--- src/rtl/uart_pkg.sv ---
// Shared types and constants for the UART transmit arbiter.
// Optional header framing is enabled with the UART_ARB_TAG_EN macro.
package uart_pkg;

   localparam int         UART_DATA_W     = 8;
   localparam logic [3:0] UART_TAG_PREFIX = 4'hA;

   typedef enum logic [1:0] {
      IDLE      = 2'd0,
      LAUNCH    = 2'd1,
      WAIT_BUSY = 2'd2,
      WAIT_DONE = 2'd3
   } arb_state_t;

endpackage

--- src/rtl/rr_arbiter.sv ---
// Rotating-priority search: the first asserted request after last_grant_i wins,
// wrapping modulo NUM_REQ.
module rr_arbiter
   import uart_pkg::*;
#(
   parameter int NUM_REQ = 4
)(
   input  logic [NUM_REQ-1:0]         req_valid_i,
   input  logic [$clog2(NUM_REQ)-1:0] last_grant_i,
   output logic [NUM_REQ-1:0]         grant_o,
   output logic [$clog2(NUM_REQ)-1:0] grant_idx_o,
   output logic                       grant_any_o
);

   localparam int IDX_W = $clog2(NUM_REQ);

   always_comb begin
      logic [IDX_W-1:0] idx;
      logic             found;
      idx         = '0;
      found       = 1'b0;
      grant_o     = '0;
      grant_idx_o = '0;
      for (int k = 1; k <= NUM_REQ; k++) begin
         idx = IDX_W'((int'(last_grant_i) + k) % NUM_REQ);
         if (!found && req_valid_i[idx]) begin
            found       = 1'b1;
            grant_idx_o = idx;
         end
      end
      if (found) grant_o[grant_idx_o] = 1'b1;
      grant_any_o = found;
   end

endmodule

--- src/rtl/uart_tx_arbiter.sv ---
// Round-robin sharing of one uart_tx between NUM_REQ byte sources.
// Define UART_ARB_TAG_EN to prefix each byte with a {4'hA, grant_id} header frame.
module uart_tx_arbiter
   import uart_pkg::*;
#(
   parameter int NUM_REQ      = 4,
   parameter int BUSY_TIMEOUT = 16
)(
   input  logic                           clk,
   input  logic                           rst_n,
   input  logic [NUM_REQ-1:0]             req_valid,
   input  logic [NUM_REQ*UART_DATA_W-1:0] req_data,
   output logic [NUM_REQ-1:0]             req_ready,
   output logic                           tx_valid,
   output logic [UART_DATA_W-1:0]         tx_data,
   input  logic                           tx_busy,
   output logic [$clog2(NUM_REQ)-1:0]     grant_id,
   output logic                           active,
   output logic                           err_timeout,
   output logic [1:0]                     dbg_state
);

   localparam int IDX_W = $clog2(NUM_REQ);
   localparam int CNT_W = $clog2(BUSY_TIMEOUT + 1);
   localparam logic [CNT_W-1:0] CNT_LAST = CNT_W'(BUSY_TIMEOUT - 1);
   localparam logic [CNT_W-1:0] CNT_MAX  = CNT_W'(BUSY_TIMEOUT);

   arb_state_t             state_q, state_d;
   logic [IDX_W-1:0]       last_grant_q, last_grant_d;
   logic [IDX_W-1:0]       grant_id_q, grant_id_d;
   logic [UART_DATA_W-1:0] data_q, data_d;
   logic                   active_q, active_d;
   logic [CNT_W-1:0]       cnt_q, cnt_d;
`ifdef UART_ARB_TAG_EN
   logic                   phase_q, phase_d;
   logic [UART_DATA_W-1:0] hdr_q, hdr_d;
`endif

   logic [NUM_REQ-1:0]     arb_grant;
   logic [IDX_W-1:0]       arb_idx;
   logic                   arb_any;
   logic                   grant_fire;
   logic [UART_DATA_W-1:0] data_sel;

   rr_arbiter #(.NUM_REQ(NUM_REQ)) u_rr (
      .req_valid_i  (req_valid),
      .last_grant_i (last_grant_q),
      .grant_o      (arb_grant),
      .grant_idx_o  (arb_idx),
      .grant_any_o  (arb_any)
   );

   // rst_n gates the strobe so req_ready reads 0 while reset is held.
   assign grant_fire  = rst_n && (state_q == IDLE) && arb_any && !tx_busy;
   assign req_ready   = grant_fire ? arb_grant : '0;
   assign tx_valid    = (state_q == LAUNCH);
   assign err_timeout = (state_q == WAIT_BUSY) && !tx_busy && (cnt_q == CNT_LAST);
   assign active      = active_q;
   assign grant_id    = grant_id_q;
   assign dbg_state   = state_q;

`ifdef UART_ARB_TAG_EN
   assign tx_data = phase_q ? data_q : hdr_q;
`else
   assign tx_data = data_q;
`endif

   always_comb begin
      data_sel = '0;
      for (int i = 0; i < NUM_REQ; i++) begin
         if (arb_idx == IDX_W'(i)) data_sel = req_data[i*UART_DATA_W +: UART_DATA_W];
      end
   end

   always_comb begin
      state_d      = state_q;
      last_grant_d = last_grant_q;
      grant_id_d   = grant_id_q;
      data_d       = data_q;
      active_d     = active_q;
      cnt_d        = cnt_q;
`ifdef UART_ARB_TAG_EN
      phase_d      = phase_q;
      hdr_d        = hdr_q;
`endif
      case (state_q)
         IDLE: begin
            if (grant_fire) begin
               data_d       = data_sel;
               grant_id_d   = arb_idx;
               last_grant_d = arb_idx;
               active_d     = 1'b1;
               state_d      = LAUNCH;
`ifdef UART_ARB_TAG_EN
               hdr_d        = {UART_TAG_PREFIX, 4'(arb_idx)};
               phase_d      = 1'b0;
`endif
            end
         end
         LAUNCH: begin
            cnt_d   = '0;
            state_d = WAIT_BUSY;
         end
         WAIT_BUSY: begin
            cnt_d = (cnt_q == CNT_MAX) ? cnt_q : cnt_q + 1'b1;
            if (tx_busy) begin
               state_d = WAIT_DONE;
            end else if (err_timeout) begin
               active_d = 1'b0;
               state_d  = IDLE;
            end
         end
         WAIT_DONE: begin
            if (!tx_busy) begin
`ifdef UART_ARB_TAG_EN
               if (!phase_q) begin
                  phase_d = 1'b1;
                  state_d = LAUNCH;
               end else begin
                  active_d = 1'b0;
                  state_d  = IDLE;
               end
`else
               active_d = 1'b0;
               state_d  = IDLE;
`endif
            end
         end
         default: state_d = IDLE;
      endcase
   end

   always_ff @(posedge clk or negedge rst_n) begin
      if (!rst_n) begin
         state_q      <= IDLE;
         last_grant_q <= IDX_W'(NUM_REQ - 1);
         grant_id_q   <= '0;
         data_q       <= '0;
         active_q     <= 1'b0;
         cnt_q        <= '0;
`ifdef UART_ARB_TAG_EN
         phase_q      <= 1'b0;
         hdr_q        <= '0;
`endif
      end else begin
         state_q      <= state_d;
         last_grant_q <= last_grant_d;
         grant_id_q   <= grant_id_d;
         data_q       <= data_d;
         active_q     <= active_d;
         cnt_q        <= cnt_d;
`ifdef UART_ARB_TAG_EN
         phase_q      <= phase_d;
         hdr_q        <= hdr_d;
`endif
      end
   end

endmodule

--- config.mk ---
export PLATFORM = sky130hd
export DESIGN_NAME = uart_tx_arbiter
export DESIGN_NICKNAME = d
export VERILOG_FILES = /design/src/rtl/uart_pkg.sv /design/src/rtl/rr_arbiter.sv /design/src/rtl/uart_tx_arbiter.sv
export SDC_FILE = /design/constraint.sdc
export NUM_CORES = 1
export LEC_CHECK = 0
export CORE_UTILIZATION = 37
export CTS_CLUSTER_DIAMETER = 30
export DETAILED_ROUTE_END_ITERATION = 10
export PLACE_DENSITY = 0.74
export SYNTH_ARGS = -nofsm -noshare
export SYNTH_HDL_FRONTEND = slang
export SYNTH_SLANG_ARGS = --single-unit
--- constraint.sdc ---
create_clock -name clk -period 4.75 [get_ports clk]
set_input_delay 0.7125 -clock clk [delete_from_list [all_inputs] [get_ports clk]]
set_output_delay 0.7125 -clock clk [all_outputs]
set_load 0.05 [all_outputs]
==> run_results.csv, run 1 <==
group,metric,value,unit
power_and_ir_drop,pwr-share-seq,0.294,
clock_network,clk_latency,260,ps
drt,drt.antenna.violating_nets,0,
synthesis,ys.flop_type,"dfrtp_1",
sta,fmax,285,MHz
hold_path,holdPathStages,2,
critical_path,reg2reg_from,"dbg_state[1]$_DFFE_PN0P_",
synthesis,synth_cell_types,43,
clock_network,clock_sinks,20,
run,max_cap_violations,0,
drt,wl_met1,1600,um
synthesis,synth.avg_cell_area,8.62,um^2
critical_path,rr_worst_depth,4,
clock_network,postCtsResizedCells,0,
clock_network,clockBufferDepth,2,
hold_path,hold_path_startpoint,"active$_DFFE_PN0P_",
power_and_ir_drop,ir_drop,261,uV
synthesis,synth_area_leader_cell,"dfrtp_1",
drt,wire_per_inst,13.6,um
sta,drv_slew,0,
sta,final-hold-violation-count,0,
synthesis,synthCells,159,
power_and_ir_drop,p_leak,0.833,nW
critical_path,crit_required,4040,ps
floorplanning,coreArea,3440,um^2
critical_path,cp_top_family,"buffers and inverters",
synthesis,synth_edf_count,0,
sta,period_share,0.738,
power_and_ir_drop,combPwrFrac,0.588,
drt,vias_per_cell,5.34,
global_route,grt_max_degree,22,
synthesis,seq_area_frac_synth,0.367,
sta,rsz0062_at_grt,"false",
critical_path,cp_slowest_cell,"clkdlybuf4s50_1",
place,place.gp.congestion,0.792,
critical_path,cp-end-kind,"primary output",
synthesis,ys_ff_latch,20,
cells_and_area,final_util,0.582,
sta,fin_tns_setup,0,ps
critical_path,path_buf_inv,4,
critical_path,max_stage_delay,450,ps
cells_and_area,drive_above_1_share,0.0939,
clock_network,cts_hold_buf,0,
clock_network,cts_made_buffers,3,
drt,vias,1384,
clock_network,htreeDepth,1,
global_route,grt_pass1_wl,5830,um
global_route,track_usage,0.189,
floorplanning,die_y,62.9,um
cells_and_area,area_growth_syn_to_layout,46.1,%
synthesis,ys_top_cells_by_area,"dfrtp_1 (33%), nand2_1 (5.8%), dfstp_2 (3.8%), nor2_1 (3.6%), o221a_1 (3.3%)",
place,hpwlAfterDp,2770,um
synthesis,yosysWarnings,0,
clock_network,cts_setup_buffers,0,
sta,worstMarginPinSlew,623,ps
global_route,overflow,0,
critical_path,reg2reg_to,"tx_data[6]$_DFFE_PN0P_",
clock_network,cts_tree,"built",
power_and_ir_drop,internal_power,583,uW
place,portBuffers,57,
cells_and_area,n_antenna_cell,0,
synthesis,synth_nets,201,
floorplanning,rows,21,
floorplanning,initial_utilization,0.398,
drt,highest_layer,"met4",
power_and_ir_drop,power_switching,552,uW
power_and_ir_drop,power.density,567,nW/um^2
drt,dr.pass1.iters,4,
drt,drcViolationCount,0,
sta,period_needed,3510,ps
critical_path,r2r_slack,2990,ps
floorplanning,io_pins,58,
hold_path,min_path_type,"reg2reg",
cells_and_area,nets,256,
drt,routed_wl,3520,um
outcome,status,"finished, final reports clean",
critical_path,crit_type,"in2out",
critical_path,arrival,2790,ps
drt,wl_met2,1640,um
sta,clock_skew,3.59,ps
power_and_ir_drop,pwr-share-clk,0.117,
floorplanning,die_area,3950,um^2
sta,setup_violations,0,
power_and_ir_drop,power.share.switching,0.486,
global_route,antenna_found_initial,0,
clock_network,root_buffer,"clkbuf_8",
hold_path,hold_path_end,"active$_DFFE_PN0P_",
synthesis,netlist_area,1370,um^2
cells_and_area,fillers,318,
critical_path,path_cells,"clkdlybuf4s50_1 > buf_4 > nor4b_1 > o41ai_2 > buf_4 > nor3b_1 > buf_4",
synthesis,async_flop_share,1.00,
critical_path,start_kind,"primary input",
drt,wl_met3,234,um
global_route,grt_pass1_vias,1268,
clock_network,clk_pin_slew,70,ps
synthesis,synth_top_area_frac,0.329,
drt,drtIter0Drc,100,
critical_path,path_max_fanout,21,
floorplanning,dieWidth,62.9,um
critical_path,cpMostUsedCell,"buf_4",
sta,timing.slew.headroom,0.580,
power by group through the flow:
stage | logic, mW | registers [mW] | clock network (mW)
6_report | 0.668 | 0.334 | 0.133
5_1_grt | 0.718 | 0.349 | 0.142
4_1_cts | 0.670 | 0.336 | 0.136
3_5_place_dp | 0.669 | 0.338 | 0
3_3_place_gp | 0.663 | 0.333 | 0
2_1_floorplan | 0.312 | 0.489 | 0
cells in the mapped netlist (all sizes together) (3+ instances only):
cell type  number
nand2b          3
inv            11
o21ai          15
and4            4
buf             9
nand3           7
nand2          21
o221a           5
nor3            4
ha              3
a21oi           9
o31a            4
a221oi          5
o221ai          4
nor2           13
dfrtp          18
sequential cells by signal (all words and copies together) (netlist names):
signal	flops
active	1
last_grant_q	2
tx_data	8
grant_id	2
dbg_state	2
cnt_q	5
worst min-delay path, delay by kind of cell, from the launching register on:
kind	cells	cell delay, ps
flops	1	350
simple gates	2	100
metal layers:
layer  vias up  track usage
met5         -            0
met4         0       0.0785
met3         4       0.0456
met2        61        0.292
met1       633        0.251
li1        686            -
cell type report:
cell class | instances | area (um^2) | share of cell area
clock buffers | 4 | 55.1 | 0.0275
inverters | 11 | 41.3 | 0.0206
multi-input cells | 119 | 769 | 0.384
flip-flops and latches | 20 | 503 | 0.251
well taps | 46 | 57.6 | 0.0287
repair buffers | 59 | 576 | 0.288
placed cells by master, fill, tap and decap left out, types with 4 or more instances in the layout:
| cell type | instances |
|---|---|
| clkdlybuf4s50_1 | 53 |
| nand2_1 | 21 |
| dfrtp_1 | 18 |
| nor2_1 | 13 |
| inv_1 | 11 |
| a21oi_1 | 8 |
| o21ai_1 | 8 |
| nand3_1 | 7 |
| o21ai_0 | 7 |
| buf_4 | 6 |
| a221oi_1 | 5 |
| o221a_1 | 4 |
| o221ai_1 | 4 |
| and4_1 | 4 |
| clkbuf_8 | 4 |
how the worst max path moves through the flow:
stage | slack, ps | cells after the start | startpoint | to
floorplan | 1320 | 6 | req_valid[1] | req_ready[0]
global placement | 1280 | 7 | rst_n | req_ready[0]
detailed placement | 1210 | 7 | rst_n | req_ready[0]
CTS | 1210 | 7 | rst_n | req_ready[0]
global route | 1040 | 7 | rst_n | req_ready[0]
finish | 1240 | 7 | rst_n | req_ready[0]
stage by stage:
step	cell area, um^2	instances	total power, mW	setup slack, ps	hold slack [ps]
detailed placement	1950	255	1.01	1210	474
global route	2000	259	1.21	1040	514
finish	2000	259	1.13	1240	486
floorplan	1370	159	0.801	1320	417
global placement	1950	255	0.996	1280	483
CTS	2000	259	1.14	1210	491
kinds of logic (layout without fill, tap and decap cells):
| kind of cell | count (synthesis) | after routing | synth area share |
|---|---|---|---|
| AND/OR/NAND/NOR | 63 | 63 | 0.242 |
| AO/OA/AOI/OAI | 49 | 49 | 0.266 |
| flip-flops | 20 | 20 | 0.367 |
| buffers and inverters | 20 | 74 | 0.0712 |
| adder cells (fa/ha/maj) | 3 | 3 | 0.0274 |
| XOR/XNOR | 3 | 3 | 0.0192 |
| multiplexers | 1 | 1 | 0.00731 |
No activity file was read; power rests on OpenSTA's default activity.
==> run 2: changes to the inputs <==
Settings changed: PLACE_DENSITY 0.74 to 0.77.
Clock period 4.75 ns to 3.2 ns, I/O delays scaled along.
==> run 2 against run 1 <==
Sequential cell count unchanged. First-iteration DRC count decreased by 16%. Clock skew increased by 1.4 ps. Hold slack improved by 4.9 ps. Cell count increased by 0.77%. Critical path depth unchanged. Sequential share of layout area decreased by 0.98 points. Design area increased by 4.1%. Critical endpoint is now req_ready[3]. Non-clock buffer count increased by 2. Register-to-register slack got worse by 1800 ps.
==> run_results.csv, run 2 (same netlist as run 1, synthesis figures left out) <==
group,metric,value,unit
sta,fmax,335,MHz
critical_path,crit_type,"in2out",
power_and_ir_drop,ir_drop,339,uV
power_and_ir_drop,combPwrFrac,0.576,
drt,vias_per_cell,5.46,
drt,wl_met2,1830,um
floorplanning,die_y,62.9,um
sta,clock_skew,4.97,ps
drt,routed_wl,3800,um
clock_network,cts_hold_buf,0,
drt,drcViolationCount,0,
clock_network,clk_latency,260,ps
sta,setup_slack,215,ps
cells_and_area,area_growth_syn_to_layout,52.1,%
place,hpwlAfterDp,2920,um
critical_path,crit_required,2720,ps
drt,drtIter0Drc,84,
floorplanning,initial_utilization,0.398,
drt,wl_met3,210,um
global_route,antenna_found_initial,0,
outcome,status,"finished, final reports clean",
power_and_ir_drop,pwr-share-clk,0.146,
hold_path,min_path_type,"reg2reg",
drt,dr.pass1.iters,4,
critical_path,r2r_slack,1240,ps
global_route,grt_pass1_vias,1358,
global_route,grt_pass1_wl,6370,um
clock_network,clock_sinks,20,
floorplanning,io_pins,58,
floorplanning,coreArea,3440,um^2
cells_and_area,layout_commonest_cell,"clkdlybuf4s50_1",
sta,final-hold-violation-count,0,
run,max_cap_violations,0,
place,portBuffers,57,
critical_path,start_kind,"primary input",
cells_and_area,n_antenna_cell,0,
cells_and_area,fillers,299,
global_route,overflow,0,
cells_and_area,final_cell_mix,"clkdlybuf4s50_1 (53), nand2_1 (21), dfrtp_1 (18)",
power_and_ir_drop,p_leak,0.861,nW
sta,drv_slew,0,
sta,period_needed,2990,ps
power_and_ir_drop,power_switching,828,uW
drt,highest_layer,"met4",
clock_network,cts_tree,"built",
drt,wire_per_inst,14.6,um
drt,wl_met1,1700,um
sta,fin_tns_setup,0,ps
critical_path,cp-end-kind,"primary output",
critical_path,path_max_fanout,9,
clock_network,postCtsResizedCells,0,
power_and_ir_drop,power.share.switching,0.470,
drt,vias,1425,
global_route,track_usage,0.203,
clock_network,htreeDepth,1,
drt,drt.antenna.violating_nets,0,
clock_network,clockBufferDepth,2,
cells_and_area,drive_above_1_share,0.102,
global_route,grt_max_degree,21,
clock_network,clk_pin_slew,80,ps
critical_path,arrival,2510,ps
clock_network,cts_made_buffers,3,
sta,period_share,0.933,
power_and_ir_drop,pwr-share-seq,0.279,
cells_and_area,nets,258,
cells_and_area,largest_reg_flops,8,
floorplanning,rows,21,
sta,rsz0062_at_grt,"false",
power_and_ir_drop,internal_power,933,uW
sta,timing.slew.headroom,0.655,
sta,setup_violations,0,
sta,worstMarginPinSlew,510,ps
floorplanning,dieWidth,62.9,um
floorplanning,die_area,3950,um^2
place,post-place-ws,203,ps
place,place.gp.congestion,0.901,
clock_network,cts_setup_buffers,0,
power_and_ir_drop,power.density,845,nW/um^2
clock_network,root_buffer,"clkbuf_8",
[run 2: cell count changes in the layout (fill, tap and decap cells not counted), sizes merged]
cell	change
buf	+2
bufinv	+1
clkbuf	-1
[run 2: power by group through the flow]
stage	Clock, mW	Combinational (mW)	Sequential [mW]
detailed placement	0	1.02	0.494
global placement	0	0.993	0.493
floorplan	0	0.464	0.726
global route	0.272	1.10	0.512
CTS	0.262	1.02	0.490
finish	0.256	1.01	0.491
[run 2: worst max-delay path, cell delays in order]
cell and delay [ps]:
clkdlybuf4s50_1 550, o21a_1 250, o21a_1 310, nor3_4 370, nand2_1 140, nor2_1 220
buf_12 170
[run 2: per-layer routing]
layer,vias up,GRT usage
met3,10,0.0128
met2,63,0.336
met1,663,0.275
met4,0,0.0785
met5,-,0
li1,689,-
[run 2: cell type report]
class                      instances  area, um^2  area share
multi-input combinational        119         769       0.369
timing repair buffer              61         641       0.308
sequential                        20         503       0.241
tap                               46        57.6      0.0276
clock buffer                       3        41.3      0.0198
inverter                          11        41.3      0.0198
clock inverter                     1        30.0      0.0144
[run 2: path summary, 6_finish.rpt]
kind | from | end | depth (start not counted)
min in group asynchronous | rst_n | cnt_q[1]$_DFFE_PN0P_ | 2
max | req_valid[0] | req_ready[3] | 7
max reg2reg | dbg_state[1]$_DFFE_PN0P_ | tx_data[1]$_DFFE_PN0P_ | 5
max in group asynchronous | rst_n | last_grant_q[0]$_DFFE_PN1P_ | 2
min reg2reg | active$_DFFE_PN0P_ | active$_DFFE_PN0P_ | 2
min | active$_DFFE_PN0P_ | active$_DFFE_PN0P_ | 2
[run 2: metrics by stage]
| stage | cell area (um^2) | hold WS [ps] | instances | util | power, mW |
|---|---|---|---|---|---|
| finish | 2080 | 491 | 261 | 0.605 | 1.76 |
| CTS | 2080 | 488 | 261 | 0.605 | 1.77 |
| floorplan | 1370 | 184 | 159 | - | 1.19 |
| global route | 2080 | 537 | 261 | 0.605 | 1.89 |
| global placement | 2010 | 463 | 257 | 0.585 | 1.49 |
| detailed placement | 2010 | 469 | 257 | 0.585 | 1.51 |
==> run 3: changes to the inputs <==
Settings changed: PLACE_DENSITY 0.77 to 0.83.
==> run 3 against run 2 <==
Power down 5.3%. Hold slack lost 6.6 ps. Critical endpoint unchanged. Sequential cell count unchanged. Critical path type unchanged. Clock power shrank 36%. Combinational power hardly changed. Design area is 0.72% lower.
==> run_results.csv, run 3 (same netlist as run 1, synthesis figures left out) <==
group,metric,value,unit
clock_network,htreeDepth,1,
hold_path,holdPathStages,2,
drt,dr.pass1.iters,4,
cells_and_area,fillers,302,
drt,wire_per_inst,13.6,um
sta,period_share,0.918,
drt,wl_met3,172,um
sta,timing.slew.headroom,0.612,
cells_and_area,multi_input_area,769,um^2
power_and_ir_drop,power.density,807,nW/um^2
critical_path,reg2reg_to,"tx_data[6]$_DFFE_PN0P_",
cells_and_area,layout_commonest_cell,"clkdlybuf4s50_1",
sta,fmax,340,MHz
clock_network,clk_pin_slew,70,ps
floorplanning,dieWidth,62.9,um
cells_and_area,nets,260,
place,portBuffers,57,
clock_network,root_buffer,"clkbuf_8",
hold_path,min_path_type,"reg2reg",
cells_and_area,area_growth_syn_to_layout,51.0,%
global_route,antenna_found_initial,0,
critical_path,crit_type,"in2out",
clock_network,cts_made_buffers,3,
clock_network,clockBufferDepth,2,
critical_path,reg2reg_from,"dbg_state[1]$_DFFE_PN0P_",
outcome,status,"finished, final reports clean",
floorplanning,initial_utilization,0.398,
floorplanning,coreArea,3440,um^2
drt,wl_met1,1670,um
critical_path,cpMostUsedCell,"o21a_1",
global_route,grt_max_degree,21,
clock_network,clock_sinks,20,
sta,fin_tns_setup,0,ps
critical_path,start_kind,"primary input",
critical_path,cp_slowest_cell,"clkdlybuf4s50_1",
place,place.gp.congestion,0.883,
clock_network,postCtsResizedCells,0,
drt,drtIter0Drc,83,
drt,highest_layer,"met4",
sta,worstMarginPinSlew,576,ps
floorplanning,die_y,62.9,um
cells_and_area,regArea,503,um^2
drt,vias_per_cell,5.31,
hold_path,hold_path_end,"active$_DFFE_PN0P_",
power_and_ir_drop,finalPower,1.67,mW
critical_path,arrival,2460,ps
critical_path,max_stage_delay,530,ps
floorplanning,rows,21,
clock_network,cts_setup_buffers,0,
power_and_ir_drop,p_leak,0.857,nW
critical_path,cp-end-kind,"primary output",
global_route,track_usage,0.182,
global_route,grt_pass1_wl,5600,um
drt,routed_wl,3570,um
global_route,grt_pass1_vias,1174,
sta,setup_violations,0,
critical_path,r2r_slack,1370,ps
sta,period_needed,2940,ps
drt,wl_met2,1700,um
drt,drcViolationCount,0,
cells_and_area,drive_above_1_share,0.106,
critical_path,rr_worst_depth,6,
cells_and_area,n_antenna_cell,0,
drt,drt.antenna.violating_nets,0,
hold_path,hold_path_startpoint,"active$_DFFE_PN0P_",
cells_and_area,largest_reg_flops,8,
run,max_cap_violations,0,
critical_path,path_max_fanout,9,
floorplanning,die_area,3950,um^2
cells_and_area,final_cell_mix,"clkdlybuf4s50_1 (53), nand2_1 (21), dfrtp_1 (18)",
clock_network,cts_hold_buf,0,
critical_path,path_cells,"clkdlybuf4s50_1 > o21a_1 > o21a_1 > nor3_4 > nand2_1 > nor2_1 > buf_12",
sta,clock_skew,3.08,ps
drt,vias,1391,
power_and_ir_drop,ir_drop,427,uV
critical_path,crit_required,2720,ps
clock_network,cts_tree,"built",
sta,rsz0062_at_grt,"false",
global_route,overflow,0,
place,hpwlAfterDp,2860,um
sta,final-hold-violation-count,0,
sta,drv_slew,0,
floorplanning,io_pins,58,
clock_network,clk_latency,260,ps
[run 3: changes by cell type in the layout (fill, tap and decap cells not counted), sizes merged]
cell | previous run | this run
buf | 8 | 10
bufinv | 1 | 0
[run 3: layout make-up]
class	instances	share of cell area
clock buffer	3	0.0200
inverter	11	0.0200
multi-input combinational	119	0.372
sequential	20	0.243
tap	46	0.0278
timing repair buffer	63	0.317
[run 3: power by group]
| group | switching, mW | leakage [nW] | internal [mW] | total (mW) |
|---|---|---|---|---|
| Clock | 0.0804 | 0.0216 | 0.0839 | 0.164 |
| Combinational | 0.619 | 0.594 | 0.394 | 1.01 |
| Sequential | 0.114 | 0.242 | 0.377 | 0.492 |
[run 3: per-layer routing]
| layer | track usage | vias to the layer above |
|---|---|---|
| li1 | - | 696 |
| met1 | 0.250 | 654 |
| met2 | 0.277 | 39 |
| met3 | 0.0456 | 2 |
| met4 | 0.0581 | 0 |
| met5 | 0 | - |
[run 3: stage by stage]
stage	utilization	area [um^2]	hold WS (ps)	worst slack, ps	cells
3_3_place_gp	0.589	2030	465	276	259
4_1_cts	0.601	2070	485	263	262
6_report	0.601	2070	484	262	262
5_1_grt	0.601	2070	506	87.4	262
3_5_place_dp	0.589	2030	469	263	259
2_1_floorplan	-	1370	184	115	159
[run 3: worst max-delay path by stage]
stage	endpoint	slack, ps	start
floorplan	req_ready[0]	110	dbg_state[1]$_DFFE_PN0P_
global placement	req_ready[3]	280	req_valid[0]
detailed placement	req_ready[3]	260	req_valid[0]
CTS	req_ready[3]	260	req_valid[0]
global route	req_ready[3]	90	req_valid[0]
finish	req_ready[3]	260	req_valid[0]
[run 3: critical path, delay by kind of cell]
family | cells | cell delay, ps
compound gates | 2 | 540
buf+inv | 2 | 700
simple gates | 3 | 720
